--- config.mk ---
export PLATFORM = sky130hd
export DESIGN_NAME = spin_control_input
export DESIGN_NICKNAME = d
export VERILOG_FILES = /design/src/rtl/spin_control_input.sv
export SDC_FILE = /design/constraint.sdc
export NUM_CORES = 1
export LEC_CHECK = 0
export ABC_AREA = 1
export CAP_MARGIN = 20
export CORE_ASPECT_RATIO = 1.75
export CORE_MARGIN = 2
export CORE_UTILIZATION = 55
export DETAILED_ROUTE_END_ITERATION = 8
export PLACE_DENSITY = 0.78
export SETUP_SLACK_MARGIN = 0.2
export SYNTH_ARGS = -nofsm -noshare
export SYNTH_HDL_FRONTEND = slang
export SYNTH_SLANG_ARGS = --single-unit
--- constraint.sdc ---
create_clock -name clk -period 3.6 [get_ports clk]
set_input_delay 0.72 -clock clk [delete_from_list [all_inputs] [get_ports clk]]
set_output_delay 0.72 -clock clk [all_outputs]
set_load 0.03 [all_outputs]
--- src/rtl/spin_control_input.sv ---
// Encoder/button input conditioner: sync, debounce, quadrature detent decode, speed/direction regs.
// Optional long-press speed reset enabled by defining SPIN_CTRL_LONG_PRESS_EN.
module spin_control_input #(
  parameter int unsigned DEBOUNCE_WIDTH   = 16,
  parameter logic [2:0]  SPEED_RESET      = 3'd4,
  parameter logic        DIR_RESET        = 1'b0,
  parameter int unsigned LONG_PRESS_WIDTH = 20
) (
  input  logic       clk,
  input  logic       reset,
  input  logic       enc_a,
  input  logic       enc_b,
  input  logic       btn_dir,
  output logic [2:0] speed,
  output logic       direction,
  output logic       step_pulse
);

  localparam logic [DEBOUNCE_WIDTH-1:0] DbMax = '1;

  // Bit order for all per-pin vectors: [0]=enc_a, [1]=enc_b, [2]=btn_dir.
  logic [2:0] raw;
  logic [2:0] sync1_q, sync2_q;
  logic [2:0] stable_q, stable_d;
  logic [DEBOUNCE_WIDTH-1:0] db_cnt_q [3];
  logic [DEBOUNCE_WIDTH-1:0] db_cnt_d [3];

  logic [1:0]        cur_ab;
  logic [1:0]        prev_q;
  logic signed [3:0] acc_q, acc_d, acc_next;
  logic              cw, ccw;
  logic              btn_prev_q, btn_rise;
  logic [2:0]        speed_q, speed_d;
  logic              dir_q, dir_d;
  logic              step_q, step_d;

  assign raw = {btn_dir, enc_b, enc_a};

  always_comb begin
    for (int i = 0; i < 3; i++) begin
      stable_d[i] = stable_q[i];
      db_cnt_d[i] = '0;
      if (sync2_q[i] != stable_q[i]) begin
        if (db_cnt_q[i] == DbMax) begin
          stable_d[i] = sync2_q[i];
        end else begin
          db_cnt_d[i] = db_cnt_q[i] + 1'b1;
        end
      end
    end
  end

  assign cur_ab = {stable_q[0], stable_q[1]};

  always_comb begin
    acc_next = acc_q;
    acc_d    = acc_q;
    cw       = 1'b0;
    ccw      = 1'b0;
    case ({prev_q, cur_ab})
      4'b0001, 4'b0111, 4'b1110, 4'b1000: acc_next = acc_q + 4'sd1;
      4'b0010, 4'b1011, 4'b1101, 4'b0100: acc_next = acc_q - 4'sd1;
      default: acc_next = acc_q;
    endcase
    if (cur_ab != prev_q) begin
      acc_d = acc_next;
      // Detent is judged including the step that lands on 00.
      if (cur_ab == 2'b00) begin
        cw    = (acc_next == 4'sd4);
        ccw   = (acc_next == -4'sd4);
        acc_d = '0;
      end
    end
  end

  assign btn_rise = stable_q[2] & ~btn_prev_q;

`ifdef SPIN_CTRL_LONG_PRESS_EN
  localparam logic [LONG_PRESS_WIDTH-1:0] LpMax  = '1;
  localparam logic [LONG_PRESS_WIDTH-1:0] LpFire = LpMax - 1'b1;
  logic [LONG_PRESS_WIDTH-1:0] lp_cnt_q, lp_cnt_d;
  logic                        lp_fire;

  always_comb begin
    lp_cnt_d = lp_cnt_q;
    lp_fire  = 1'b0;
    if (!stable_q[2]) begin
      lp_cnt_d = '0;
    end else if (lp_cnt_q != LpMax) begin
      lp_cnt_d = lp_cnt_q + 1'b1;
      lp_fire  = (lp_cnt_q == LpFire);
    end
  end

  always_ff @(posedge clk or negedge reset) begin
    if (!reset) lp_cnt_q <= '0;
    else        lp_cnt_q <= lp_cnt_d;
  end
`else
  logic lp_fire;
  assign lp_fire = 1'b0;
`endif

  always_comb begin
    speed_d = speed_q;
    if (cw && speed_q != 3'd7) begin
      speed_d = speed_q + 3'd1;
    end else if (ccw && speed_q != 3'd0) begin
      speed_d = speed_q - 3'd1;
    end
    if (lp_fire) speed_d = SPEED_RESET;
    dir_d  = dir_q ^ btn_rise;
    step_d = cw | ccw;
  end

  always_ff @(posedge clk or negedge reset) begin
    if (!reset) begin
      sync1_q    <= '0;
      sync2_q    <= '0;
      stable_q   <= '0;
      for (int i = 0; i < 3; i++) db_cnt_q[i] <= '0;
      prev_q     <= '0;
      acc_q      <= '0;
      btn_prev_q <= 1'b0;
      speed_q    <= SPEED_RESET;
      dir_q      <= DIR_RESET;
      step_q     <= 1'b0;
    end else begin
      sync1_q    <= raw;
      sync2_q    <= sync1_q;
      stable_q   <= stable_d;
      for (int i = 0; i < 3; i++) db_cnt_q[i] <= db_cnt_d[i];
      prev_q     <= cur_ab;
      acc_q      <= acc_d;
      btn_prev_q <= stable_q[2];
      speed_q    <= speed_d;
      dir_q      <= dir_d;
      step_q     <= step_d;
    end
  end

  assign speed      = speed_q;
  assign direction  = dir_q;
  assign step_pulse = step_q;

endmodule

==> results of run 1 <==
==> layout make-up <==
cell class | instances | area [sq um] | area share, %
Tap cell | 82 | 102.6 | 2.518
Clock inverter | 4 | 50.05 | 1.228
Timing Repair Buffer | 13 | 115.1 | 2.825
Multi-Input combinational cell | 290 | 1664 | 40.84
Sequential cell | 69 | 1728 | 42.40
Clock buffer | 12 | 246.5 | 6.048
Inverter | 45 | 168.9 | 4.145
==> Yosys cell counts, types with 5 or more instances <==
library cell / count / area share, %
dfrtp_1: 68 / 47
ha_1: 5 / 1.7
inv_1: 40 / 4.2
nand2_1: 73 / 7.6
nand2_2: 11 / 1.9
nand3_1: 30 / 4.2
nand4_1: 12 / 2.1
nor2_1: 50 / 5.2
nor3_1: 25 / 3.5
nor3b_1: 7 / 1.5
nor4_1: 8 / 1.4
o21ai_0: 6 / 0.84
xnor2_1: 10 / 2.4
xor2_1: 17 / 4.1
==> power by group <==
part           total [mW]  internal (mW)  switching, mW
clock               0.872          0.554          0.319
sequential          0.794          0.788        0.00674
combinational      0.0457         0.0146         0.0311
==> worst max-delay path: stages, from the launching register on <==
cell	delay, ps
dfrtp_1	530
inv_2	80
nand2_1	60
nand2_1	70
nand2_1	90
inv_1	80
fa_1	380
xnor2_1	130
nand3_1	140
nand3_4	110
nor2_8	160
nand3_4	110
fa_1	360
inv_1	90
o21bai_1	140
nand3_1	100
nand2_1	80
==> placed cells by master, fill, tap and decap left out, drive strengths merged, types with 2 or more instances in the layout <==
cell and n:
and2 2, clkinvlp 2, nor4 8, fa 2
xor2 17, nor2 55, buf 5, o22ai 4
clkbuf 12, nand2 88, clkinv 2, nor3b 7
dfrtp 68, mux2 3, inv 44, ha 5
nand4 13, a21oi 4, o21ai 6, nand3 33
nor3 27, and3 3, clkdlybuf4s50 8, xnor2 10
==> how the worst min path moves through the flow <==
stage / to / slack (ps) / from / depth (start not counted)
after detailed placement: sync2_q[2] / 330 / sync1_q[2] / 0
after global placement: sync2_q[2] / 330 / sync1_q[2] / 0
final: sync2_q[2] / 350 / sync1_q[2] / 0
after floorplan: sync2_q[0] / 330 / sync1_q[0] / 0
after global routing: sync2_q[1] / 360 / sync1_q[1] / 0
after CTS: sync2_q[2] / 350 / sync1_q[2] / 0
==> kinds of logic (layout without fill, tap and decap cells) <==
kind of cell / Yosys count / count (layout) / share of synthesized area [%]
and+or+nand+nor: 237 / 237 / 33.41
DFF: 69 / 69 / 48.07
buffers and inverters: 50 / 74 / 5.638
xor gates and xnor gates: 27 / 27 / 6.578
AOI/OAI and AO/OA: 16 / 16 / 2.506
adders and majority gates: 7 / 7 / 2.854
muxes: 3 / 3 / 0.9397
==> state kept, by name, indices dropped and copies added (netlist names) <==
name        cells
prev_q          2
sync1_q         3
acc_q           4
speed           3
sync2_q         3
stable_q        3
direction       1
btn_prev_q      1
step_pulse      1
db_cnt_q       48
==> per-layer routing <==
| layer | up-vias | wire length [um] |
|---|---|---|
| met2 | 38 | 3786 |
| li1 | 1374 | - |
| met1 | 1328 | 2593 |
| met3 | 17 | 185 |
| met4 | 0 | 212 |
| met5 | - | 0 |
==> through the flow <==
stage	cells	hold WS (ps)	instance area [sq um]
6_report	515	346.3	4075
5_1_grt	515	357.0	4075
4_1_cts	515	347.7	4075
3_5_place_dp	499	334.7	3779
3_3_place_gp	499	333.4	3779
2_1_floorplan	409	331.2	3595
==> flow_summary_export.csv, run 1 <==
group,metric,value,unit
global_routing,grt_pass1_wl,12160,um
yosys,synth_edf_count,0,
clocking,cts_buffers,9,
worst_setup_path,worstSetupStartpointType,"register",
clocking,cts.clk_slew.worst_paths,60,ps
pwr,power,1.713,mW
floorplanning,start_util,55.81,%
drt,drcViolationCount,0,
drt,wirelength,6778,um
yosys,async_flop_share,100.0,%
yosys,synthCells,409,
global_routing,grt_max_degree,31,
global_routing,antenna_found_initial,0,
worst_setup_path,ff2ff_path_depth,16,
clocking,cts_tree,"done",
clocking,cts_htree_levels,3,
global_routing,grt_usage,21.81,%
yosys,yosysWarnings,0,
timing,setup_slack,826.6,ps
clocking,hold_buffers,0,
clocking,clockBufferDepth,2,
clocking,insertion_delay,330,ps
yosys,yosysUniqueCellTypes,35,
drt,num_vias,2757,
timing,hold_violations,0,
worst_setup_path,startpoint,"stable_q[0]",
final_layout,drive_gt1_share,12.47,%
global_routing,grt_pass1_vias,2913,
drt,drt.antenna.violating_nets,0,
clocking,clock-sinks,69,
drt,routedWlPerCell,13.16,um
worst_setup_path,crit_type,"register to register",
floorplanning,std_cell_rows,39,
clocking,postCtsSetupRepairBufs,0,
global_routing,gr-max-usage-layer,"met2",
timing,min_period_over_period,77.04,%
floorplanning,ios,10,
global_routing,grt_util_met3,5.787,%
pwr,peakVddDrop,0.3775,mV
clocking,cts-root-buf,"clkbuf_16",
global_routing,gr-usage-met1,21.88,%
placed_design,pre_cts_slack,842.8,ps
pwr,p_leak,1.780,nW
worst_setup_path,r2r_end,"speed[2]",
status,status,"complete, no violations",
placed_design,port_buffers,9,
worst_setup_path,reg2reg_from,"stable_q[0]",
yosys,synth.avg_cell_area,8.789,sq um
worst_setup_path,crit_end,"speed[2]",
timing,final.setup_skew,7.423,ps
global_routing,use_met2,39.38,%
worst_setup_path,r2r_setup_slack,830,ps
timing,fmax,360.6,MHz
yosys,synth-seq-area-share,48.07,%
floorplanning,dieHeight,110.9,um
timing,setup_tns,0,ps
final_layout,n_antenna_cell,0,
timing,setup_violations,0,
yosys,netlist_area,3595,sq um
worst_setup_path,cp.arrival,3050,ps
yosys,ys_ff_latch,69,
timing,min_period,2773,ps
worst_setup_path,critPathRequiredTime,3880,ps
global_routing,grt-ovfl-total,0,
hold_path,hold_class,"register to register",
floorplanning,coreArea,6441,sq um
final_layout,fin_nets,440,
timing,maxSlewHeadroom,54.50,%
drt,drtIter0Drc,78,
placed_design,hpwl,5019,um
worst_setup_path,critPathMaxFanout,8,
placed_design,gp_congestion,0.8494,
final_layout,finish.utilization,63.27,%
clocking,cts-resized-gates,0,
timing,maxSlewViolCount,0,
final_layout,fillers,564,
yosys,synthesis.nets,421,
yosys,yosys_most_used_dff,"dfrtp_1",
floorplanning,die_w,65.11,um
worst_setup_path,endpoint_kind,"register",
pwr,power_density,420.2,nW/um^2
timing,rsz0062_at_grt,"no",
drt,viasPerCell,5.353,
drt,first_pass_iters,4,
job,maxCapViolCount,0,
floorplanning,die-area,7224,sq um
final_layout,area_growth,13.37,%
timing,max_slew.worst_pin.slew,682.5,ps
Power figures use the tool's default switching activity.
==> run 2: changes to the inputs <==
--- a/config.mk
+++ b/config.mk
@@ -11,7 +11,7 @@
 export CORE_MARGIN = 2
 export CORE_UTILIZATION = 55
 export DETAILED_ROUTE_END_ITERATION = 8
-export PLACE_DENSITY = 0.78
+export PLACE_DENSITY = 0.81
 export SETUP_SLACK_MARGIN = 0.2
 export SYNTH_ARGS = -nofsm -noshare
 export SYNTH_HDL_FRONTEND = slang
==> constraint.sdc (replaced) <==
create_clock -name clk -period 2.2 [get_ports clk]
set_input_delay 0.44 -clock clk [delete_from_list [all_inputs] [get_ports clk]]
set_output_delay 0.44 -clock clk [all_outputs]
set_load 0.03 [all_outputs]
==> run 2 against run 1 <==
  * The run now ends with negative setup slack left
  * Critical path type unchanged
  * Via count increased by 7.3%
  * Cell count up 5.2%
  * Sequential cell count unchanged
  * Critical path depth grew 3
  * Combinational power is 79% higher
  * Die area unchanged
==> flow_summary_export.csv, run 2 (synthesized netlist as in run 1, its figures left out) <==
group,metric,value,unit
status,status,"finished, violations left",
status,violations,"negative setup slack",
floorplanning,dieHeight,110.9,um
floorplanning,ios,10,
clocking,cts_htree_levels,3,
clocking,hold_buffers,0,
clocking,cts_buffers,9,
drt,drcViolationCount,0,
final_layout,drive_gt1_share,22.17,%
clocking,insertion_delay,330,ps
floorplanning,std_cell_rows,39,
final_layout,top_regs,"db_cnt_q: 48 flops, acc_q: 4 flops",
drt,viasPerCell,5.459,
final_layout,fillers,483,
timing,final.setup_skew,5.721,ps
final_layout,fin_nets,467,
global_routing,grt-ovfl-total,0,
pwr,peakVddDrop,0.9183,mV
global_routing,grt_max_degree,32,
placed_design,gp_congestion,0.8560,
placed_design,pre_cts_slack,-265.8,ps
placed_design,placed_area,3921,sq um
drt,num_vias,2959,
worst_setup_path,crit_type,"register to register",
timing,rsz0062_at_grt,"yes",
placed_design,port_buffers,9,
drt,drtIter0Drc,213,
drt,routedWlPerCell,13.99,um
clocking,clock-sinks,69,
floorplanning,die_w,65.11,um
global_routing,gr-usage-met1,24.97,%
floorplanning,start_util,55.81,%
timing,min_period_over_period,113.8,%
final_layout,area_growth,23.91,%
clocking,cts-root-buf,"clkbuf_16",
worst_setup_path,worstSetupStartpointType,"register",
clocking,clockBufferDepth,2,
global_routing,grt_util_met3,4.670,%
final_layout,regArea,1728,sq um
job,maxCapViolCount,0,
timing,maxSlewViolCount,0,
global_routing,grt_pass1_wl,12790,um
hold_path,hold_class,"input port to asynchronous set/reset pin",
global_routing,gr-max-usage-layer,"met2",
global_routing,grt_pass1_vias,2934,
floorplanning,die-area,7224,sq um
final_layout,largest_reg_flops,48,
pwr,power_density,685.6,nW/um^2
drt,wirelength,7581,um
placed_design,dp.cells,513,
drt,first_pass_iters,5,
final_layout,design_area,4454,sq um
timing,max_slew.worst_pin.slew,436.5,ps
timing,setup_tns,-529.5,ps
timing,fmax,399.5,MHz
worst_setup_path,cp.arrival,2770,ps
drt,drt.antenna.violating_nets,0,
worst_setup_path,critPathMaxFanout,3,
final_layout,multiInputGateArea,1757,sq um
timing,hold_violations,0,
timing,min_period,2503,ps
timing,maxSlewHeadroom,70.90,%
global_routing,use_met2,40.00,%
timing,setup_slack,-303.3,ps
timing,setup_violations,3,
final_layout,most-common-layout-cells,"nand2_1, dfrtp_1, nor2_1",
clocking,cts.clk_slew.worst_paths,60,ps
final_layout,finish.utilization,69.15,%
worst_setup_path,critPathRequiredTime,2470,ps
final_layout,final_common_cell,"nand2_1",
final_layout,top_register,"db_cnt_q",
placed_design,hpwl,5038,um
global_routing,antenna_found_initial,0,
clocking,cts_tree,"done",
pwr,p_leak,2.012,nW
final_layout,post_layout_nonfiller_instances,542,
final_layout,n_antenna_cell,0,
global_routing,grt_usage,22.94,%
worst_setup_path,endpoint_kind,"register",
floorplanning,coreArea,6441,sq um
run 2: where the power goes:
group / total, mW / leakage, nW / switching (mW) / internal, mW
sequential: 1.30 / 0.939 / 0.0114 / 1.29
combinational: 0.0818 / 0.901 / 0.0533 / 0.0285
clock: 1.67 / 0.173 / 0.535 / 1.14
total: 3.05 / 2.01 / 0.600 / 2.45
run 2: layer usage:
layer  vias up  wire (um)
met1      1425       2881
met2        72       4139
li1       1429          -
met5         -          0
met3        33        195
met4         0        365
run 2: path summary, 6_finish.rpt:
path	start	slack [ps]	end	cells after the start
setup / recovery	prev_q[1]	-300	speed[2]	19
hold / removal	reset	40	acc_q[0]	1
setup reg to reg	prev_q[1]	-300	speed[2]	19
hold reg to reg	sync1_q[0]	350	sync2_q[0]	0
max in group asynchronous	reset	1610	speed[2]	2
min in group clk	sync1_q[0]	350	sync2_q[0]	0
run 2: critical path, cell delays in order, from the launching register on:
cell      delay (ps)
dfrtp_1          400
xnor2_2          160
nand2_2          110
inv_4             60
ha_4             300
nand2_1          100
nand3_2          110
inv_1             40
nand2_1           80
nand3_1           80
nand2_1           80
nand2_2           70
inv_2             70
nand3_4           80
fa_2             360
inv_2             70
o21bai_4         110
nand2_1           60
nand2_1           50
nand2_1           40
run 2: area by class of cell:
cell class / instances / area share, %
flip-flops and latches: 69 / 38.79
inverters: 45 / 3.848
well taps: 82 / 2.303
multi-input cells: 290 / 39.44
clock inverters: 6 / 2.444
clock buffers: 10 / 5.365
repair buffers: 40 / 7.809
run 2: timing repair:
action,4_1_cts,5_1_grt
resized for setup,5,15
buffers inserted,9,4
endpoints found under the setup margin,4,11
pin swaps,6,8
run 2: stage by stage:
stage	total power [mW]	hold slack [ps]
finish	3.054	41.62
floorplan	1.352	144.4
global route	3.141	64.37
global placement	1.402	334.8
CTS	3.077	46.83
detailed placement	1.405	336.3
==> RTL edit: new RTL, flow settings as in run 1 <==
Register the output `speed` once more, with the module's reset; this adds one clock of latency there. The other outputs are not delayed to match.
--- a/src/rtl/spin_control_input.sv
+++ b/src/rtl/spin_control_input.sv
@@ -139,7 +139,13 @@
     end
   end
 
-  assign speed      = speed_q;
+  always_ff @(posedge clk or negedge reset) begin
+    if (!reset) begin
+      speed <= '0;
+    end else begin
+      speed <= speed_q;
+    end
+  end
   assign direction  = dir_q;
   assign step_pulse = step_q;
 
Behaviour: not the same (Yosys sat finds a counterexample within 4 cycles, from zero or initial values and one cycle with reset low).
==> RTL edit against run 1 <==
Clock power grew 2%; sequential cell count grew 3; worst setup slack lost 0.013 ns; final area grew 1.8%; critical path depth is the same; power grew 3.0%; routed wire length grew 2.0%; synthesized area grew 2.1%; die area grew 2.0%; largest cell class unchanged; largest power group unchanged.
==> RTL edit: results (changes against run 1) <==
| Metric | Value |
|---|---|
| Net total in the final layout | `443 (+0.68%)` |
| Vias per cell | `5.39 (+0.66%)` |
| Layout cells sized above 1 | `0.126 (+0.00173)` |
| Worst slew pin tran | `0.523 ns (-0.159 ns)` |
| Total power | `1.76 mW (+3.0%)` |
| Period minus WS final | `2.79 ns (+0.0132 ns)` |
| Mux cell area share after synthesis | `0.00921 (-0.000192)` |
| Layout area overhead | `13.1%` |
| Placed insts | `502 (+0.60%)` |
| Leakage | `1.82 nW (+2.2%)` |
| Worst hold slack | `0.269 ns (-0.0769 ns)` |
| First-pass GRT wire length | `11800 um (-2.9%)` |
| Vias in the first global route | `2793 (-4.1%)` |
| Worst R2R Start | `stable_q[0]$_DFFE_PN0P_` |
| Post-synthesis sequential area ratio | `0.491 (+0.0106)` |
| 1st-iter DRT viols | `145 (+86%)` |
| Hold Path Class | `in -> async` |
| PortBufs | `9 (unchanged)` |
| Post-DP HPWL | `4930 um (-1.9%)` |
| Largest net degree at the start of global routing | `43 (+39%)` |
| Gpl congestion | `0.861 (+1.4%)` |
| Non-filler cells, final | `517 (+0.39%)` |
| # H-tree levels | `3 (unchanged)` |
| Top Family by Delay on Critical Path | `simple AND/OR/NAND/NOR gates` |
| Post-synth top cells | `nand2_1, dfrtp_1, nor2_1` |
| Global-route usage over all layers | `0.209 (-0.00874)` |
| # diodes | `0 (unchanged)` |
| CP Data Arrival Time | `3.06 ns (about the same)` |
| Synthesized Nets | `424 (+0.71%)` |
| FF-to-FF End | `speed_q[2]$_DFFE_PN1P_` |
| Adder-cell share of the synthesized area | `0.0280 (-0.000584)` |
| Synth warn | `0 (unchanged)` |
| Clk. pwr | `888 uW (+2%)` |
| Critical path's largest stage delay | `0.53 ns (about the same)` |
| Synth top area cells | `dfrtp_1, nand2_1, nor2_1` |
| Synth Area in Compound Gates | `0.0245 (-0.000513)` |
| Mapped Cells | `412 (+0.73%)` |
| Dpl ws | `0.831 ns (-0.0117 ns)` |
| Switching portion of total power | `0.215 (+0.00630)` |
| Fill cells | `510 (-9.6%)` |
| Status | `finished, final reports clean` |
| Clock skew | `0.0110 ns (+0.00353 ns)` |
| Final WL | `6920 um (+2.0%)` |
| Cell Area, Placed | `3850 um^2 (+2.0%)` |
| Peak supply drop | `0.000382 V (+1.2%)` |
## RTL edit: cell types whose count changed after synthesis
cell            run 1  this run
dfrtp_1            68        71
## RTL edit: worst register-to-register path, stage by stage, from the launching register on
cell,delay (ns)
dfrtp_1,0.53
inv_2,0.08
nand2_1,0.07
nand2_1,0.06
nand2_1,0.08
inv_1,0.08
fa_1,0.38
xnor2_1,0.13
nand3_1,0.16
nand3_4,0.12
nor2_8,0.16
nand3_4,0.11
fa_1,0.36
inv_1,0.09
o21bai_1,0.14
nand3_1,0.11
nand2_1,0.08
## RTL edit: layout make-up
cell class / instances / share of cell area
clock inverter: 5 / 0.0139
sequential: 72 / 0.434
timing repair buffer: 13 / 0.0277
inverter: 45 / 0.0407
clock buffer: 10 / 0.0576
multi-input combinational: 290 / 0.401
tap: 82 / 0.0247
## RTL edit: worst max path at each step
stage | startpoint | end | depth (start not counted)
after floorplan | stable_q[1]$_DFFE_PN0P_ | speed_q[2]$_DFFE_PN1P_ | 17
after global placement | stable_q[0]$_DFFE_PN0P_ | speed_q[2]$_DFFE_PN1P_ | 17
after detailed placement | stable_q[0]$_DFFE_PN0P_ | speed_q[2]$_DFFE_PN1P_ | 17
after CTS | stable_q[0]$_DFFE_PN0P_ | speed_q[2]$_DFFE_PN1P_ | 16
after global routing | stable_q[1]$_DFFE_PN0P_ | speed_q[2]$_DFFE_PN1P_ | 17
final | stable_q[0]$_DFFE_PN0P_ | speed_q[2]$_DFFE_PN1P_ | 16
## RTL edit: metal layers
layer,up-vias,track usage,share of wire
met4,0,0.149,0.046
met5,-,0,0
met3,26,0.0361,0.022
met1,1333,0.223,0.39
met2,44,0.361,0.54
li1,1383,-,-
